File: src/rtl/pulse_handshake_tx_pkg.sv
// Shared types and helpers for the multi-channel four-phase pulse transfer block.
package pulse_hs_pkg;

   typedef enum logic [1:0] {
      IDLE    = 2'd0,
      REQ     = 2'd1,
      RELEASE = 2'd2
   } hs_state_e;

   // Largest value a pending counter of the given width can hold.
   function automatic int unsigned pend_max(input int unsigned cnt_w);
      return (32'd1 << cnt_w) - 32'd1;
   endfunction

endpackage

File: src/rtl/pulse_handshake_tx_if.sv
// Event, handshake and status bundle between the fast-side transmitter and its users.
interface pulse_handshake_tx_if #(
   parameter int unsigned NUM_CH = 4,
   parameter int unsigned CNT_W  = 3
);
   logic [NUM_CH-1:0]       pulse_in;
   logic [NUM_CH-1:0]       ack_in;
   logic [NUM_CH-1:0]       ovf_clr;
   logic [NUM_CH-1:0]       req_out;
   logic [NUM_CH-1:0]       done;
   logic [NUM_CH-1:0]       busy;
   logic [NUM_CH*CNT_W-1:0] pending;
   logic [NUM_CH-1:0]       ovf;

   modport master (
      input  pulse_in, ack_in, ovf_clr,
      output req_out, done, busy, pending, ovf
   );

   modport slave (
      output pulse_in, ack_in, ovf_clr,
      input  req_out, done, busy, pending, ovf
   );
endinterface

File: src/rtl/pulse_handshake_tx_sync_ff.sv
// Single-bit multi-flop synchroniser for an asynchronous level, synchronous reset.
module sync_ff #(
   parameter int unsigned STAGES = 2
) (
   input  logic clk,
   input  logic rst,
   input  logic i_d,
   output logic o_q
);
   (* async_reg = "true", cdc_sync = "true" *)
   logic [STAGES-1:0] r_sync;

   always_ff @(posedge clk) begin
      if (rst) r_sync <= '0;
      else     r_sync <= {r_sync[STAGES-2:0], i_d};
   end

   assign o_q = r_sync[STAGES-1];
endmodule

File: src/rtl/pulse_handshake_tx.sv
// Fast-side four-phase req/ack pulse transmitter: per-channel FSM, pending queue
// and sticky loss flag; channels are fully independent.
module pulse_handshake_tx
   import pulse_hs_pkg::*;
#(
   parameter int unsigned NUM_CH      = 4,
   parameter int unsigned SYNC_STAGES = 2,
   parameter int unsigned CNT_W       = 3,
   parameter bit          QUEUE_EN    = 1'b1
) (
   input logic               clk,
   input logic               rst,
   pulse_handshake_tx_if.master bus
);
   localparam logic [CNT_W-1:0] PEND_MAX = CNT_W'(pend_max(CNT_W));

   for (genvar c = 0; c < NUM_CH; c++) begin : g_ch
      hs_state_e        r_state;
      hs_state_e        w_state_nxt;
      logic             w_ack_s;
      logic             w_take_pulse;
      logic             w_take_pend;
      logic             w_done_nxt;
      logic             w_evt_busy;
      logic             w_inc;
      logic             w_ovf_set;
      logic [CNT_W-1:0] w_pend_nxt;
      logic             r_req;
      logic             r_done;
      logic             r_ovf;
      logic [CNT_W-1:0] r_pend;

      sync_ff #(.STAGES(SYNC_STAGES)) u_sync (
         .clk (clk),
         .rst (rst),
         .i_d (bus.ack_in[c]),
         .o_q (w_ack_s)
      );

      always_ff @(posedge clk) begin
         if (rst) r_state <= IDLE;
         else     r_state <= w_state_nxt;
      end

      // A fresh pulse is preferred over the queue when starting a transfer.
      always_comb begin
         w_state_nxt  = r_state;
         w_take_pulse = 1'b0;
         w_take_pend  = 1'b0;
         unique case (r_state)
            IDLE: begin
               if (bus.pulse_in[c]) begin
                  w_state_nxt  = REQ;
                  w_take_pulse = 1'b1;
               end else if (r_pend != '0) begin
                  w_state_nxt = REQ;
                  w_take_pend = 1'b1;
               end
            end
            REQ: begin
               if (w_ack_s) w_state_nxt = RELEASE;
            end
            RELEASE: begin
               if (!w_ack_s) begin
                  if (bus.pulse_in[c]) begin
                     w_state_nxt  = REQ;
                     w_take_pulse = 1'b1;
                  end else if (r_pend != '0) begin
                     w_state_nxt = REQ;
                     w_take_pend = 1'b1;
                  end else begin
                     w_state_nxt = IDLE;
                  end
               end
            end
            default: w_state_nxt = IDLE;
         endcase
      end

      // Unconsumed events are queued or dropped; the counter saturates at PEND_MAX.
      always_comb begin
         w_done_nxt = (r_state == RELEASE) && !w_ack_s;
         w_evt_busy = bus.pulse_in[c] && !w_take_pulse;
         w_inc      = w_evt_busy && QUEUE_EN && (r_pend != PEND_MAX);
         w_ovf_set  = w_evt_busy && (!QUEUE_EN || (r_pend == PEND_MAX));
         w_pend_nxt = r_pend;
         if (w_inc && !w_take_pend)      w_pend_nxt = r_pend + CNT_W'(1);
         else if (!w_inc && w_take_pend) w_pend_nxt = r_pend - CNT_W'(1);
      end

      always_ff @(posedge clk) begin
         if (rst) begin
            r_req  <= 1'b0;
            r_done <= 1'b0;
            r_ovf  <= 1'b0;
            r_pend <= '0;
         end else begin
            r_req  <= (w_state_nxt == REQ);
            r_done <= w_done_nxt;
            r_ovf  <= w_ovf_set || (r_ovf && !bus.ovf_clr[c]);
            r_pend <= w_pend_nxt;
         end
      end

      assign bus.req_out[c]                = r_req;
      assign bus.done[c]                   = r_done;
      assign bus.ovf[c]                    = r_ovf;
      assign bus.pending[c*CNT_W +: CNT_W] = r_pend;
      assign bus.busy[c]                   = (r_state != IDLE) || (r_pend != '0);
   end
endmodule

File: src/flat_wrapper.sv
// flat-port wrapper written by rule: the top's interface ports become plain ports
module pulse_handshake_tx_flat import pulse_hs_pkg::*;
#(
   parameter int unsigned NUM_CH      = 4,
   parameter int unsigned SYNC_STAGES = 2,
   parameter int unsigned CNT_W       = 3,
   parameter bit          QUEUE_EN    = 1'b1
)
  (clk, rst, bus_pulse_in, bus_ack_in, bus_ovf_clr, bus_req_out, bus_done, bus_busy, bus_pending, bus_ovf);
  pulse_handshake_tx_if #(.NUM_CH(NUM_CH), .CNT_W(CNT_W)) bus_i ();
  input logic clk;
  input logic rst;
  input wire logic [$bits(bus_i.pulse_in)-1:0] bus_pulse_in;
  input wire logic [$bits(bus_i.ack_in)-1:0] bus_ack_in;
  input wire logic [$bits(bus_i.ovf_clr)-1:0] bus_ovf_clr;
  output wire logic [$bits(bus_i.req_out)-1:0] bus_req_out;
  output wire logic [$bits(bus_i.done)-1:0] bus_done;
  output wire logic [$bits(bus_i.busy)-1:0] bus_busy;
  output wire logic [$bits(bus_i.pending)-1:0] bus_pending;
  output wire logic [$bits(bus_i.ovf)-1:0] bus_ovf;
  assign bus_i.pulse_in = bus_pulse_in;
  assign bus_i.ack_in = bus_ack_in;
  assign bus_i.ovf_clr = bus_ovf_clr;
  assign bus_req_out = bus_i.req_out;
  assign bus_done = bus_i.done;
  assign bus_busy = bus_i.busy;
  assign bus_pending = bus_i.pending;
  assign bus_ovf = bus_i.ovf;
  pulse_handshake_tx #(.NUM_CH(NUM_CH), .SYNC_STAGES(SYNC_STAGES), .CNT_W(CNT_W), .QUEUE_EN(QUEUE_EN)) u_core (.clk(clk), .rst(rst), .bus(bus_i));
endmodule
File: config.mk
export PLATFORM = sky130hd
export DESIGN_NAME = pulse_handshake_tx_flat
export DESIGN_NICKNAME = d
export VERILOG_FILES = /design/src/rtl/pulse_handshake_tx_pkg.sv /design/src/rtl/pulse_handshake_tx_if.sv /design/src/rtl/pulse_handshake_tx_sync_ff.sv /design/src/rtl/pulse_handshake_tx.sv /design/src/flat_wrapper.sv
export SDC_FILE = /design/constraint.sdc
export NUM_CORES = 1
export LEC_CHECK = 0
export CORE_MARGIN = 4
export CORE_UTILIZATION = 50
export CTS_CLUSTER_SIZE = 40
export DETAILED_ROUTE_END_ITERATION = 12
export PLACE_DENSITY = 0.8
export SLEW_MARGIN = 20
export SYNTH_ARGS = -nofsm -noshare
export SYNTH_HDL_FRONTEND = slang
export SYNTH_SLANG_ARGS = --single-unit
export TNS_END_PERCENT = 30
File: constraint.sdc
create_clock -name clk -period 3.5 [get_ports clk]
set_clock_uncertainty 0.2 [all_clocks]
set_input_delay 0.35 -clock clk [delete_from_list [all_inputs] [get_ports clk]]
set_output_delay 0.35 -clock clk [all_outputs]
set_load 0.02 [all_outputs]
==> flow_metrics.py <==
metrics = {
    "outcome": {
        "outcome": "finished clean",
    },
    "cells_and_area": {
        "final_cells": 254,
        "diodes": 0,
        "syn_to_final_growth_pct": 24.2,
        "final_util_pct": 65.4,
        "layout-drive-gt1-share_pct": 4.81,
        "finalNetCount": 229,
    },
    "grt": {
        "gr-max-usage-layer": "met2",
        "grt_overflow": 0,
        "grt_max_degree": 25,
        "use_met1_pct": 17.9,
        "grt_pass1_wl_mm": 5.49,
        "met3_usage_pct": 5.66,
        "met2_usage_pct": 27.9,
        "grt_pass1_vias": 1259,
        "grt_usage_pct": 16.5,
        "antenna_found_initial": 0,
    },
    "sta": {
        "finalWorstSetupSlack_ns": 0.915,
        "min_period_ns": 2.58,
        "finalHoldViolCount": 0,
        "setup_viol": 0,
        "worstMarginPinSlew_ns": 0.739,
        "fmax_ghz": 0.387,
        "slew_headroom_pct": 50.6,
        "maxSlewViolCount": 0,
        "min_period_over_period_pct": 73.8,
        "grt_setup_unrepaired": "no",
        "finalSetupTns_ns": 0,
    },
    "synthesis": {
        "synthTopCellsByArea": "dfxtp_1 (45%), buf_4 (5.5%), fa_1 (4.5%)",
        "syn_inst": 176,
        "syn_nets": 198,
        "synth_common_cells": "dfxtp_1 (40), buf_4 (13), nor2_1 (12)",
        "ys_types": 29,
        "avgSynthCellArea_sq_um": 10.1,
        "yosysMostFrequentCell": "dfxtp_1",
        "seq_area_frac_synth_pct": 44.8,
        "synth_ff_type": "dfxtp_1",
        "ys_ff_latch": 40,
        "ys_warn_count": 0,
        "netlist_area_sq_mm": 0.00179,
        "synth_top_cell_by_area": "dfxtp_1",
        "synthArstFlopShare_pct": 0,
        "synth_top_area_share_pct": 44.8,
        "synth_enable_flop_cells": 0,
    },
    "critical_path": {
        "r2r-start": "u_core.g_ch[1].r_pend[0]",
        "r2r-end": "u_core.g_ch[1].r_pend[2]",
        "setup.worst_path.class": "reg2out",
        "worstPathRequired_ns": 2.95,
        "regToRegSetupSlack_ns": 1.01,
        "cp-end-kind": "output pin",
        "crit_path_start_kind": "register",
        "arrival_ns": 2.03,
        "critPathMaxFanout": 5,
        "rr_worst_depth": 8,
    },
    "pwr": {
        "seqPwrFrac_pct": 36.8,
        "comb_power_share_pct": 46.3,
        "peakVddDrop_mv": 0.389,
        "power_frac_clock_pct": 16.9,
        "total_leakage_power_nw": 0.875,
        "swShare_pct": 37.1,
        "p_int_w": 0.00112,
        "p_switching_w": 0.000662,
        "p_per_area_mw_per_mm2": 805,
    },
    "clock_network": {
        "cts_resized": 0,
        "htree_levels": 2,
        "numClockSinks": 40,
        "ctsHoldBuffers": 0,
        "clk_latency_ns": 0.35,
        "cts_buffer_depth": 2,
        "clk_pin_slew_ns": 0.12,
        "numCtsBuffers": 5,
        "cts_root_buf": "clkbuf_4",
        "post_cts_buffers": 0,
        "cts_tree": "done",
    },
    "place": {
        "port_buffers": 41,
        "place_ws_ns": 0.911,
        "gp_congestion": 0.698,
        "placed_cells": 246,
        "hpwl_mm": 2.38,
    },
    "flow_run": {
        "maxCapViolations": 0,
    },
    "detailed_routing": {
        "postRouteAntennaNets": 0,
        "drtPass1Iterations": 4,
        "routed_wl_mm": 3.25,
        "vias": 1307,
        "viasPerCell": 5.15,
        "routedWlPerCell_um": 12.8,
        "drt_iter0_drc": 44,
        "drc": 0,
    },
    "die": {
        "die_height_um": 67.8,
        "initial_core_util_pct": 52.7,
        "pin_count": 42,
        "core_sq_mm": 0.00339,
        "die-width_um": 67.8,
        "dieArea_sq_mm": 0.00459,
        "row_count": 21,
    },
    "hold_path": {
        "hold_class": "reg2reg",
        "worstHoldEndpoint": "u_core.g_ch[0].u_sync.r_sync[1]",
        "min_from": "u_core.g_ch[0].u_sync.r_sync[0]",
        "whs_path_depth": 1,
    },
}
## worst max-delay path by stage
stage	from	to	depth (start not counted)
3_5_place_dp	bus_pulse_in[0]	u_core.g_ch[0].r_pend[2]	8
3_3_place_gp	bus_pulse_in[0]	u_core.g_ch[0].r_pend[2]	8
5_1_grt	u_core.g_ch[0].r_pend[0]	bus_busy[0]	3
6_report	u_core.g_ch[3].r_pend[0]	bus_busy[3]	3
4_1_cts	u_core.g_ch[3].r_pend[0]	bus_busy[3]	3
2_1_floorplan	u_core.g_ch[1].r_pend[0]	u_core.g_ch[1].r_pend[2]	8
## cells by family after synthesis
| group | share of synthesized area, % |
|---|---|
| xor+xnor | 5.89 |
| mux | 2.24 |
| flops | 44.8 |
| fa+ha+maj | 7.29 |
| simple gates | 22.4 |
| buf+inv | 7.57 |
| compound gates | 9.81 |
## registers in the layout, indices dropped and copies added, names as in the netlist
signal,count
u_core.g_ch.r_pend,12
u_core.g_ch.r_state,8
u_core.g_ch.u_sync.r_sync,8
u_core.g_ch.r_done,4
u_core.g_ch.r_req,4
u_core.g_ch.r_ovf,4
## stage by stage
stage	power, W	hold WS [ns]	instance area, sq um
2_1_floorplan	0.00121	0.214	1790
3_3_place_gp	0.00146	0.219	2140
3_5_place_dp	0.00150	0.223	2140
4_1_cts	0.00180	0.255	2220
5_1_grt	0.00192	0.264	2220
6_report	0.00178	0.248	2220
## critical path: stages (launching register included)
cell and delay [ns]:
dfxtp_1 0.38, or3_1 0.42, or3_1 0.33, clkdlybuf4s50_1 0.56
## area by class of cell
class / instances / area, sq um
clock buffer: 6 / 41.3
tap: 46 / 57.6
timing repair buffer: 42 / 418
fill: 264 / 1170
clock inverter: 2 / 35.0
inverter: 4 / 15.0
multi-input combinational: 114 / 850
sequential: 40 / 801
## cells in the final DEF (no fill, tap or decap), types with 5 or more instances in the layout
master / n
clkdlybuf4s50_1: 41
dfxtp_1: 40
nor2_1: 12
or3_1: 11
nor2b_1: 8
xor2_1: 8
o31ai_1: 8
or3b_1: 7
nand2_1: 6
a21oi_1: 6
clkbuf_4: 5
## power groups by stage
| stage | clock network [W] | logic (W) | registers [W] |
|---|---|---|---|
| floorplan | 0 | 0.000503 | 0.000707 |
| global placement | 0 | 0.000800 | 0.000657 |
| detailed placement | 0 | 0.000828 | 0.000668 |
| CTS | 0.000309 | 0.000837 | 0.000658 |
| global route | 0.000330 | 0.000913 | 0.000677 |
| finish | 0.000301 | 0.000826 | 0.000657 |
## layer usage
| metal | part of all wire [%] | wire length [um] |
|---|---|---|
| met2 | 51 | 1640 |
| met1 | 41 | 1350 |
| met4 | 2.2 | 73 |
| met5 | 0 | 0 |
| met3 | 5.8 | 188 |
No activity file was read; power rests on OpenSTA's default activity.
